$ cat src/rtl/serializer_pkg.sv
`default_nettype none
// ============================================================================
// serializer_pkg : shared FSM state type and CRC defaults for serializer_crc
// Rev 1.0
// ============================================================================
package serializer_pkg;

    typedef enum logic [1:0] {
        IDLE = 2'd0,
        DATA = 2'd1,
        CRC  = 2'd2
    } state_t;

    localparam int unsigned DEFAULT_CRC_POLY = 32'h07;

    function automatic int max2(input int a, input int b);
        return (a > b) ? a : b;
    endfunction

endpackage
`default_nettype wire

$ cat src/rtl/serializer_crc_if.sv
`default_nettype none
// ============================================================================
// serializer_crc_if : parallel-word input and serial-bit output bundle
// Rev 1.0
// ============================================================================
interface serializer_crc_if #(
    parameter int WIDTH = 8
);
    logic [WIDTH-1:0] din;
    logic             d_valid;
    logic             d_ready;
    logic             out;
    logic             out_valid;
    logic             last;

    modport master (output din, d_valid, input d_ready, out, out_valid, last);
    modport slave  (input din, d_valid, output d_ready, out, out_valid, last);
endinterface
`default_nettype wire

$ cat src/rtl/crc_lfsr.sv
`default_nettype none
// ============================================================================
// crc_lfsr : bit-serial CRC register, init 0, no reflection, no final XOR
// Rev 1.0
// ============================================================================
module crc_lfsr
    import serializer_pkg::*;
#(
    parameter int                   CRC_WIDTH = 8,
    parameter logic [CRC_WIDTH-1:0] CRC_POLY  = CRC_WIDTH'(DEFAULT_CRC_POLY)
) (
    input  logic                 clk,
    input  logic                 rst,
    input  logic                 clr,
    input  logic                 en,
    input  logic                 bit_in,
    output logic [CRC_WIDTH-1:0] crc
);
    logic fb;

    assign fb = crc[CRC_WIDTH-1] ^ bit_in;

    always_ff @(posedge clk) begin
        if (rst || clr) begin
            crc <= '0;
        end else if (en) begin
            crc <= {crc[CRC_WIDTH-2:0], 1'b0} ^ (fb ? CRC_POLY : '0);
        end
    end
endmodule
`default_nettype wire

$ cat src/rtl/serializer_crc.sv
`default_nettype none
// ============================================================================
// serializer_crc : parallel-to-serial framer; define CRC_APPEND_EN to append
//                  a CRC_WIDTH-bit CRC (MSB first) after each data word.
// Rev 1.0
// ============================================================================
module serializer_crc
    import serializer_pkg::*;
#(
    parameter int          WIDTH     = 8,
    parameter int          MSB_FIRST = 1,
    parameter int          CRC_WIDTH = 8,
    parameter int unsigned CRC_POLY  = DEFAULT_CRC_POLY
) (
    input  logic             clk,
    input  logic             rst,
    serializer_crc_if.slave  bus
);
    localparam int CNT_W = $clog2(max2(WIDTH, CRC_WIDTH));

    generate
        if (WIDTH < 2 || WIDTH > 64 || CRC_WIDTH < 4 || CRC_WIDTH > 32 ||
            (CRC_POLY >> CRC_WIDTH) != 0) begin : g_bad_params
            $error("serializer_crc: parameter out of range");
        end
    endgenerate

    state_t           state, state_nxt;
    logic [WIDTH-1:0] shreg, shreg_sh, din_w;
    logic [CNT_W-1:0] cnt;
    logic             data_bit, data_end, last_w, ready, accept, out_bit;

    assign din_w = bus.din;

    generate
        if (MSB_FIRST != 0) begin : g_msb_first
            assign data_bit = shreg[WIDTH-1];
            assign shreg_sh = {shreg[WIDTH-2:0], 1'b0};
        end else begin : g_lsb_first
            assign data_bit = shreg[0];
            assign shreg_sh = {1'b0, shreg[WIDTH-1:1]};
        end
    endgenerate

    assign data_end = (state == DATA) && (cnt == CNT_W'(WIDTH - 1));

`ifdef CRC_APPEND_EN
    localparam logic [CRC_WIDTH-1:0] POLY = CRC_POLY[CRC_WIDTH-1:0];
    localparam logic [CRC_WIDTH-1:0] TOP  = {1'b1, {(CRC_WIDTH-1){1'b0}}};

    logic [CRC_WIDTH-1:0] crc;
    logic                 crc_bit;

    // CRC is frozen during the CRC phase; the counter walks a mask down from the MSB.
    crc_lfsr #(
        .CRC_WIDTH (CRC_WIDTH),
        .CRC_POLY  (POLY)
    ) u_crc_lfsr (
        .clk    (clk),
        .rst    (rst),
        .clr    (accept),
        .en     (state == DATA),
        .bit_in (data_bit),
        .crc    (crc)
    );

    assign crc_bit = |(crc & (TOP >> cnt));
    assign last_w  = (state == CRC) && (cnt == CNT_W'(CRC_WIDTH - 1));
`else
    assign last_w  = data_end;
`endif

    // Ready during the final bit lets the next frame follow with no idle cycle.
    assign ready  = (state == IDLE) || last_w;
    assign accept = bus.d_valid && ready;

    assign bus.d_ready   = ready;
    assign bus.out_valid = (state != IDLE);
    assign bus.last      = last_w;
    assign bus.out       = out_bit;

    always_comb begin
        state_nxt = state;
        out_bit   = 1'b0;
        case (state)
            IDLE: begin
                if (accept) state_nxt = DATA;
            end
            DATA: begin
                out_bit = data_bit;
                if (data_end) begin
`ifdef CRC_APPEND_EN
                    state_nxt = CRC;
`else
                    state_nxt = accept ? DATA : IDLE;
`endif
                end
            end
`ifdef CRC_APPEND_EN
            CRC: begin
                out_bit = crc_bit;
                if (last_w) state_nxt = accept ? DATA : IDLE;
            end
`endif
            default: state_nxt = IDLE;
        endcase
    end

    always_ff @(posedge clk) begin
        if (rst) begin
            state <= IDLE;
            shreg <= '0;
            cnt   <= '0;
        end else begin
            state <= state_nxt;
            if (accept) begin
                shreg <= din_w;
                cnt   <= '0;
            end else if (state != IDLE) begin
                if (state == DATA) shreg <= shreg_sh;
                cnt <= (state_nxt != state) ? '0 : cnt + 1'b1;
            end
        end
    end
endmodule
`default_nettype wire

$ cat src/flat_wrapper.sv
// flat-port wrapper written by rule: the top's interface ports become plain ports
module serializer_crc_flat import serializer_pkg::*;
#(
    parameter int          WIDTH     = 8,
    parameter int          MSB_FIRST = 1,
    parameter int          CRC_WIDTH = 8,
    parameter int unsigned CRC_POLY  = DEFAULT_CRC_POLY
)
  (clk, rst, bus_din, bus_d_valid, bus_d_ready, bus_out, bus_out_valid, bus_last);
  serializer_crc_if #(.WIDTH(WIDTH)) bus_i ();
  input  logic clk;
  input  logic rst;
  input wire logic [$bits(bus_i.din)-1:0] bus_din;
  input wire logic [$bits(bus_i.d_valid)-1:0] bus_d_valid;
  output wire logic [$bits(bus_i.d_ready)-1:0] bus_d_ready;
  output wire logic [$bits(bus_i.out)-1:0] bus_out;
  output wire logic [$bits(bus_i.out_valid)-1:0] bus_out_valid;
  output wire logic [$bits(bus_i.last)-1:0] bus_last;
  assign bus_i.din = bus_din;
  assign bus_i.d_valid = bus_d_valid;
  assign bus_d_ready = bus_i.d_ready;
  assign bus_out = bus_i.out;
  assign bus_out_valid = bus_i.out_valid;
  assign bus_last = bus_i.last;
  serializer_crc #(.WIDTH(WIDTH), .MSB_FIRST(MSB_FIRST), .CRC_WIDTH(CRC_WIDTH), .CRC_POLY(CRC_POLY)) u_core (.clk(clk), .rst(rst), .bus(bus_i));
endmodule
$ cat config.mk
export PLATFORM = sky130hd
export DESIGN_NAME = serializer_crc_flat
export DESIGN_NICKNAME = d
export VERILOG_FILES = /design/src/rtl/serializer_pkg.sv /design/src/rtl/serializer_crc_if.sv /design/src/rtl/crc_lfsr.sv /design/src/rtl/serializer_crc.sv /design/src/flat_wrapper.sv
export SDC_FILE = /design/constraint.sdc
export NUM_CORES = 1
export LEC_CHECK = 0
export BUFFER_PORTS_ARGS = -buffer_cell sky130_fd_sc_hd__buf_4
export CORE_UTILIZATION = 45
export CTS_BUF_LIST = sky130_fd_sc_hd__clkbuf_2 sky130_fd_sc_hd__clkbuf_4 sky130_fd_sc_hd__clkbuf_8
export DETAILED_ROUTE_END_ITERATION = 16
export PLACE_DENSITY = 0.66
export SYNTH_ARGS = -nofsm -noshare
export SYNTH_HDL_FRONTEND = slang
export SYNTH_SLANG_ARGS = --single-unit
$ cat constraint.sdc
create_clock -name clk -period 1.85 [get_ports clk]
set_clock_uncertainty 0.2 [all_clocks]
set_input_delay 0.0925 -clock clk [delete_from_list [all_inputs] [get_ports clk]]
set_output_delay 0.0925 -clock clk [all_outputs]
set_load 0.01 [all_outputs]
Word-level counts from Yosys, hierarchy flattened
Index checks and enable logic that the tools add are counted.

storage, ports and cells
  register bits after elaboration = 13
  output and inout port bits = 4

operators by class
  $add $sub $neg = 1
  equality and inequality tests = 3
  multiplexer cells = 9
  reduce and logical (&&, ||, !) cells = 9

operators with widths
  kind                 number
  $mux 8               3
  $reduce_bool 2->1    3
  $mux 2               2
  $pmux 2 s2           1
  $add 3x1->3 const B  1
  $eq 3x3->1 const B   1
  $mux 3               1
  $eq 2x1->1 const B   1
  $logic_and 1x1->1    2
  $logic_not 2->1      1
  $mux 1               2
  $ne 2x2->1           1
  $reduce_and 2->1     1
  $reduce_or 2->1      1
  $logic_or 1x1->1     1

Longest topological paths before layout
  depth in word-level cells = 9
  mapped depth = 5
  gate-level depth less buffers = 5

Least setup slack after synthesis
OpenSTA, ideal clock, no wires.

  path type = register to register
  start = reg u_core.cnt[0]
  end = reg u_core.shreg[1]
  library setup time = 0.119 ns
  data arrival time = 1.086 ns
  path slack = 0.446 ns
  cell stages (with the launch flop) = 6
  buffers on the path = 0
  period minus slack after synthesis = 1.404 ns
  path through = dfxtp_1 -> ha_1 -> ha_1 -> nand2b_1 -> nand2_2 -> o221a_1

on the way
  cells in the longest elaborated chain, start to end = 6
  elaborated cells on any way between the ends = 8
  classes of those cells = eq/ne: 1; mux: 1; reduce/logical: 6

ends and longest elaborated chain
  element                      RTL line               source
  from (decl)                  serializer_crc.sv:30   logic [CNT_W-1:0] cnt;
  from (signal assigned)       serializer_crc.sv:121  cnt <= (state_nxt != state) ? '0 : cnt + 1'b1;
  $eq 3x3->1 (*)               serializer_crc.sv:45   assign data_end = (state == DATA) && (cnt == CNT_W'(WIDTH - 1));
  $logic_and 1x1->1 (*)        serializer_crc.sv:45
  $logic_or 1x1->1 (*)         serializer_crc.sv:74   assign ready = (state == IDLE) || last_w;
  $logic_and 1x1->1 (*)        serializer_crc.sv:75   assign accept = bus.d_valid && ready;
  $reduce_bool 2->1 (no line)  n/a
  $reduce_and 2->1 (no line)   n/a
  to (signal assigned)         serializer_crc.sv:117  shreg <= din_w;
  to (signal assigned)         serializer_crc.sv:120  if (state == DATA) shreg <= shreg_sh;
  to (decl)                    serializer_crc.sv:29   logic [WIDTH-1:0] shreg, shreg_sh, din_w;

Mark *: on every way between the ends. The rest lies on a longest branch, timed or not.
A chain may end at the register's enable or synchronous reset.

Worst setup path in the final report
  start = reg u_core.cnt[0]
  end = out bus_d_ready

on the way
  cells in the longest elaborated chain, start to end = 3

ends and longest elaborated chain
  element            RTL line              source
  $eq 3x3->1         serializer_crc.sv:45
  $logic_and 1x1->1  serializer_crc.sv:45
  $logic_or 1x1->1   serializer_crc.sv:74
  to (decl)          flat_wrapper.sv:15    output wire logic [$bits(bus_i.d_ready)-1:0] bus_d_ready;

No other way between the ends.

==> reports/summary.json <==
{
  "sta": {
    "fmax_mhz": 560.2,
    "timing.final.crit_period_ns": 1.785,
    "totalNegativeSetupSlack_ns": 0,
    "period_share": 0.9649,
    "worst_hold_slack_ns": 0.2884,
    "final-max-slew-violation-count": 0,
    "timing.final.hold_violations": 0,
    "timing.final.setup_violations": 0,
    "rsz0062_at_grt": "false"
  },
  "global_route": {
    "overflow": 0,
    "global_route.usage.total": 0.2265,
    "grt_busiest_layer": "met2",
    "grt_first_pass_wirelength_um": 2187,
    "fraction_of_met3_tracks_used_by_global_routing": 0.08671,
    "first_global_vias": 478,
    "met2_usage": 0.3375,
    "use_met1": 0.2740,
    "largest_net_degree_at_the_start_of_global_routing": 13,
    "antenna_violations_before_repair": 0
  },
  "cts": {
    "cts.htree.levels": 1,
    "cts_root_buf": "sky130_fd_sc_hd__clkbuf_4",
    "cts_setup_buffers": 0,
    "cts-root-to-sink-buffers": 2,
    "cts.reportedPaths.clkPinSlew_ns": 0.07,
    "post_cts_resized": 0,
    "numClockSinks": 13,
    "cts_hold_repair.buffers": 10,
    "tritoncts_clock_tree": "yes",
    "cts_buffers": 3,
    "worst_skew_pair.late_latency_ns": 0.28
  },
  "cells_and_area": {
    "num-nets-final": 106,
    "flow.area_growth_from_synthesis_pct": 40.50,
    "postLayoutCellArea_sq_um": 850.8,
    "antenna-diode-count": 0,
    "area_occupied_by_multi_input_gates_sq_um": 296.5,
    "share_of_layout_cells_above_drive_strength_1": 0.2500,
    "layout.cells.non_filler": 106,
    "num-fill-cells": 97,
    "final-seq-area_sq_um": 260.3,
    "layout.core_utilization": 0.7265
  },
  "worst_setup_path": {
    "kind_of_end_point_of_the_critical_path": "output pin",
    "worst_path_most_repeated_cell": "sky130_fd_sc_hd__ha_1",
    "crit_path_cell_trace": "ha_1, ha_1, and2b_1, nor2_1, buf_4",
    "timing.critical_path.buf_inv": 1,
    "cp_slowest_stage_delay_ns": 0.33,
    "critical_path.reg2reg.startpoint": "u_core.cnt[0]",
    "timing.critical_path.from": "u_core.cnt[0]",
    "worst-path-max-fanout": 5,
    "startpoint_type": "register",
    "worstPathArrival_ns": 1.49,
    "cp_top_family": "adder cells",
    "slowest_cell_on_crit_path": "sky130_fd_sc_hd__dfxtp_1",
    "critPathRequiredTime_ns": 1.56,
    "timing.setup.critical_path_class": "register to output pin"
  },
  "placed_design": {
    "placedCellCount": 92,
    "dpl.hpwl_um": 853.3,
    "count_of_input_and_output_buffers": 14,
    "final_weighted_congestion_in_routability_driven_placement": 0.7138,
    "dpl-instance-area_sq_um": 720.7
  },
  "floorplanning": {
    "row_count": 12,
    "die_area_sq_mm": 0.001497,
    "initial_core_utilization": 0.5171,
    "floorplan.io_pins": 15,
    "fp.dieW_um": 38.69,
    "die-height_um": 38.69,
    "coreArea_sq_mm": 0.001171
  },
  "power_and_ir_drop": {
    "power_switching_share": 0.2380,
    "total_power_density_per_cell_area_mw_per_mm2": 690.6,
    "clockPowerShare": 0.324,
    "power_leakage_nw": 0.3565,
    "p_switching_w": 0.0001399,
    "gate_power_share": 0.156,
    "p_int_w": 0.0004477,
    "seq_power_share": 0.521,
    "max-vdd-ir-drop_mv": 0.4722
  },
  "route": {
    "drtPass1Iterations": 6,
    "vias_per_cell": 5.236,
    "detail_route.iter0.violations": 11,
    "detail-route-antenna-nets": 0,
    "vias": 555,
    "routed_wirelength_um": 1362,
    "route.detailed.drc": 0,
    "avgRoutedWirePerCell_um": 12.85
  },
  "run_status": {
    "status": "complete, no violations"
  },
  "yosys": {
    "syn-instance-count": 65,
    "asyncSetResetFlopFracSynth": 0,
    "yosysSeqAreaShare": 0.4298,
    "register_bit_count_reported_by_yosys": 13,
    "synth_warnings": 0,
    "area_of_the_mapped_netlist_sq_um": 605.6,
    "mappedNetlistNets": 78,
    "post_synth_edffs": 0,
    "ys.flop_type": "sky130_fd_sc_hd__dfxtp_1",
    "yosys.cell_types.count": 25,
    "avgSynthCellArea_sq_um": 9.317
  },
  "run": {
    "cap_viol_max_count": 0
  },
  "worst_hold_path": {
    "timing.hold.worst.start": "u_core.shreg[0]",
    "hold_removal_path_class": "register to register"
  }
}
-- cell usage in the layout (no fill, tap or decap) --
cell type / synthesis / final
sky130_fd_sc_hd__a21oi_1: 3 / 3
sky130_fd_sc_hd__a31oi_1: 7 / 7
sky130_fd_sc_hd__and2_1: 2 / 2
sky130_fd_sc_hd__and2b_1: 1 / 1
sky130_fd_sc_hd__buf_4: 1 / 16
sky130_fd_sc_hd__clkbuf_4: 0 / 4
sky130_fd_sc_hd__conb_1: 1 / 1
sky130_fd_sc_hd__dfxtp_1: 13 / 13
sky130_fd_sc_hd__dlygate4sd3_1: 0 / 10
sky130_fd_sc_hd__ha_1: 2 / 2
sky130_fd_sc_hd__inv_1: 7 / 7
sky130_fd_sc_hd__mux2i_1: 1 / 1
sky130_fd_sc_hd__nand2_1: 1 / 1
sky130_fd_sc_hd__nand2_2: 1 / 1
sky130_fd_sc_hd__nand2b_1: 1 / 1
sky130_fd_sc_hd__nand3_1: 1 / 1
sky130_fd_sc_hd__nor2_1: 3 / 3
sky130_fd_sc_hd__nor2_2: 1 / 1
sky130_fd_sc_hd__nor2b_1: 1 / 1
sky130_fd_sc_hd__nor2b_2: 1 / 1
sky130_fd_sc_hd__nor3_1: 4 / 4
sky130_fd_sc_hd__nor3b_1: 2 / 2
sky130_fd_sc_hd__o21ai_0: 1 / 1
sky130_fd_sc_hd__o221a_1: 7 / 7
sky130_fd_sc_hd__or2_1: 1 / 1
-- path summary, 6_finish.rpt --
kind                     endpoint  slack (ns)  depth (start not counted)
setup reg to reg  u_core.shreg[2]        0.30                          5
hold reg to reg   u_core.shreg[0]        0.29                          2
setup / recovery      bus_d_ready        0.07                          5
hold / removal    u_core.shreg[0]        0.29                          2
-- tightest hold or removal path, delay by kind of cell, from the launching register on --
kind           cells  cell delay (ns)
AO/OA/AOI/OAI      2             0.13
flip-flops         1             0.31
-- area by class of cell --
class / instances / share of cell area
Tap cell: 14 / 0.02059
Sequential cell: 13 / 0.3059
Timing Repair Buffer: 26 / 0.2588
Inverter: 7 / 0.03088
Clock buffer: 4 / 0.03529
Multi-Input combinational cell: 42 / 0.3485
-- state kept, by name (all words and copies together), names as in the netlist --
| signal | cells |
|---|---|
| u_core.shreg | 8 |
| u_core.cnt | 3 |
| u_core.state | 2 |
-- power by group through the flow --
stage               registers [W]  clock network, W   logic, W
global placement         0.000313                 0  0.0000726
finish                   0.000306          0.000190  0.0000914
CTS                      0.000306          0.000198  0.0000907
global route             0.000307          0.000211   0.000101
floorplan                0.000308                 0  0.0000457
detailed placement       0.000312                 0  0.0000737
-- Yosys cell counts (2+ instances only) --
cell type                 count  area [sq um]
sky130_fd_sc_hd__a21oi_1      3         15.01
sky130_fd_sc_hd__o221a_1      7         78.83
sky130_fd_sc_hd__dfxtp_1     13         260.3
sky130_fd_sc_hd__nor2_1       3         11.26
sky130_fd_sc_hd__nor3b_1      2         15.01
sky130_fd_sc_hd__and2_1       2         12.51
sky130_fd_sc_hd__inv_1        7         26.28
sky130_fd_sc_hd__a31oi_1      7         43.79
sky130_fd_sc_hd__ha_1         2         25.02
sky130_fd_sc_hd__nor3_1       4         20.02
-- stage by stage --
step | total power, W | setup WS [ns]
floorplan | 0.0003539 | 0.4455
global placement | 0.0003853 | 0.3788
detailed placement | 0.0003859 | 0.3280
CTS | 0.0005943 | 0.05995
global route | 0.0006185 | 0.0001640
finish | 0.0005876 | 0.06502
-- kinds of logic after synthesis --
group | share of synthesized area
flip-flops | 0.4298
adder cells (fa/ha/maj) | 0.04132
AO/OA/AOI/OAI | 0.2355
other | 0.006192
buffers and inverters | 0.08058
AND/OR/NAND/NOR | 0.1901
multiplexers | 0.01653
-- layer usage --
layer / wire length (um) / vias up
met5: 0 / -
met4: 21 / 0
met3: 85 / 4
met2: 634 / 14
met1: 620 / 246
li1: - / 291
Power figures use the tool's default switching activity.
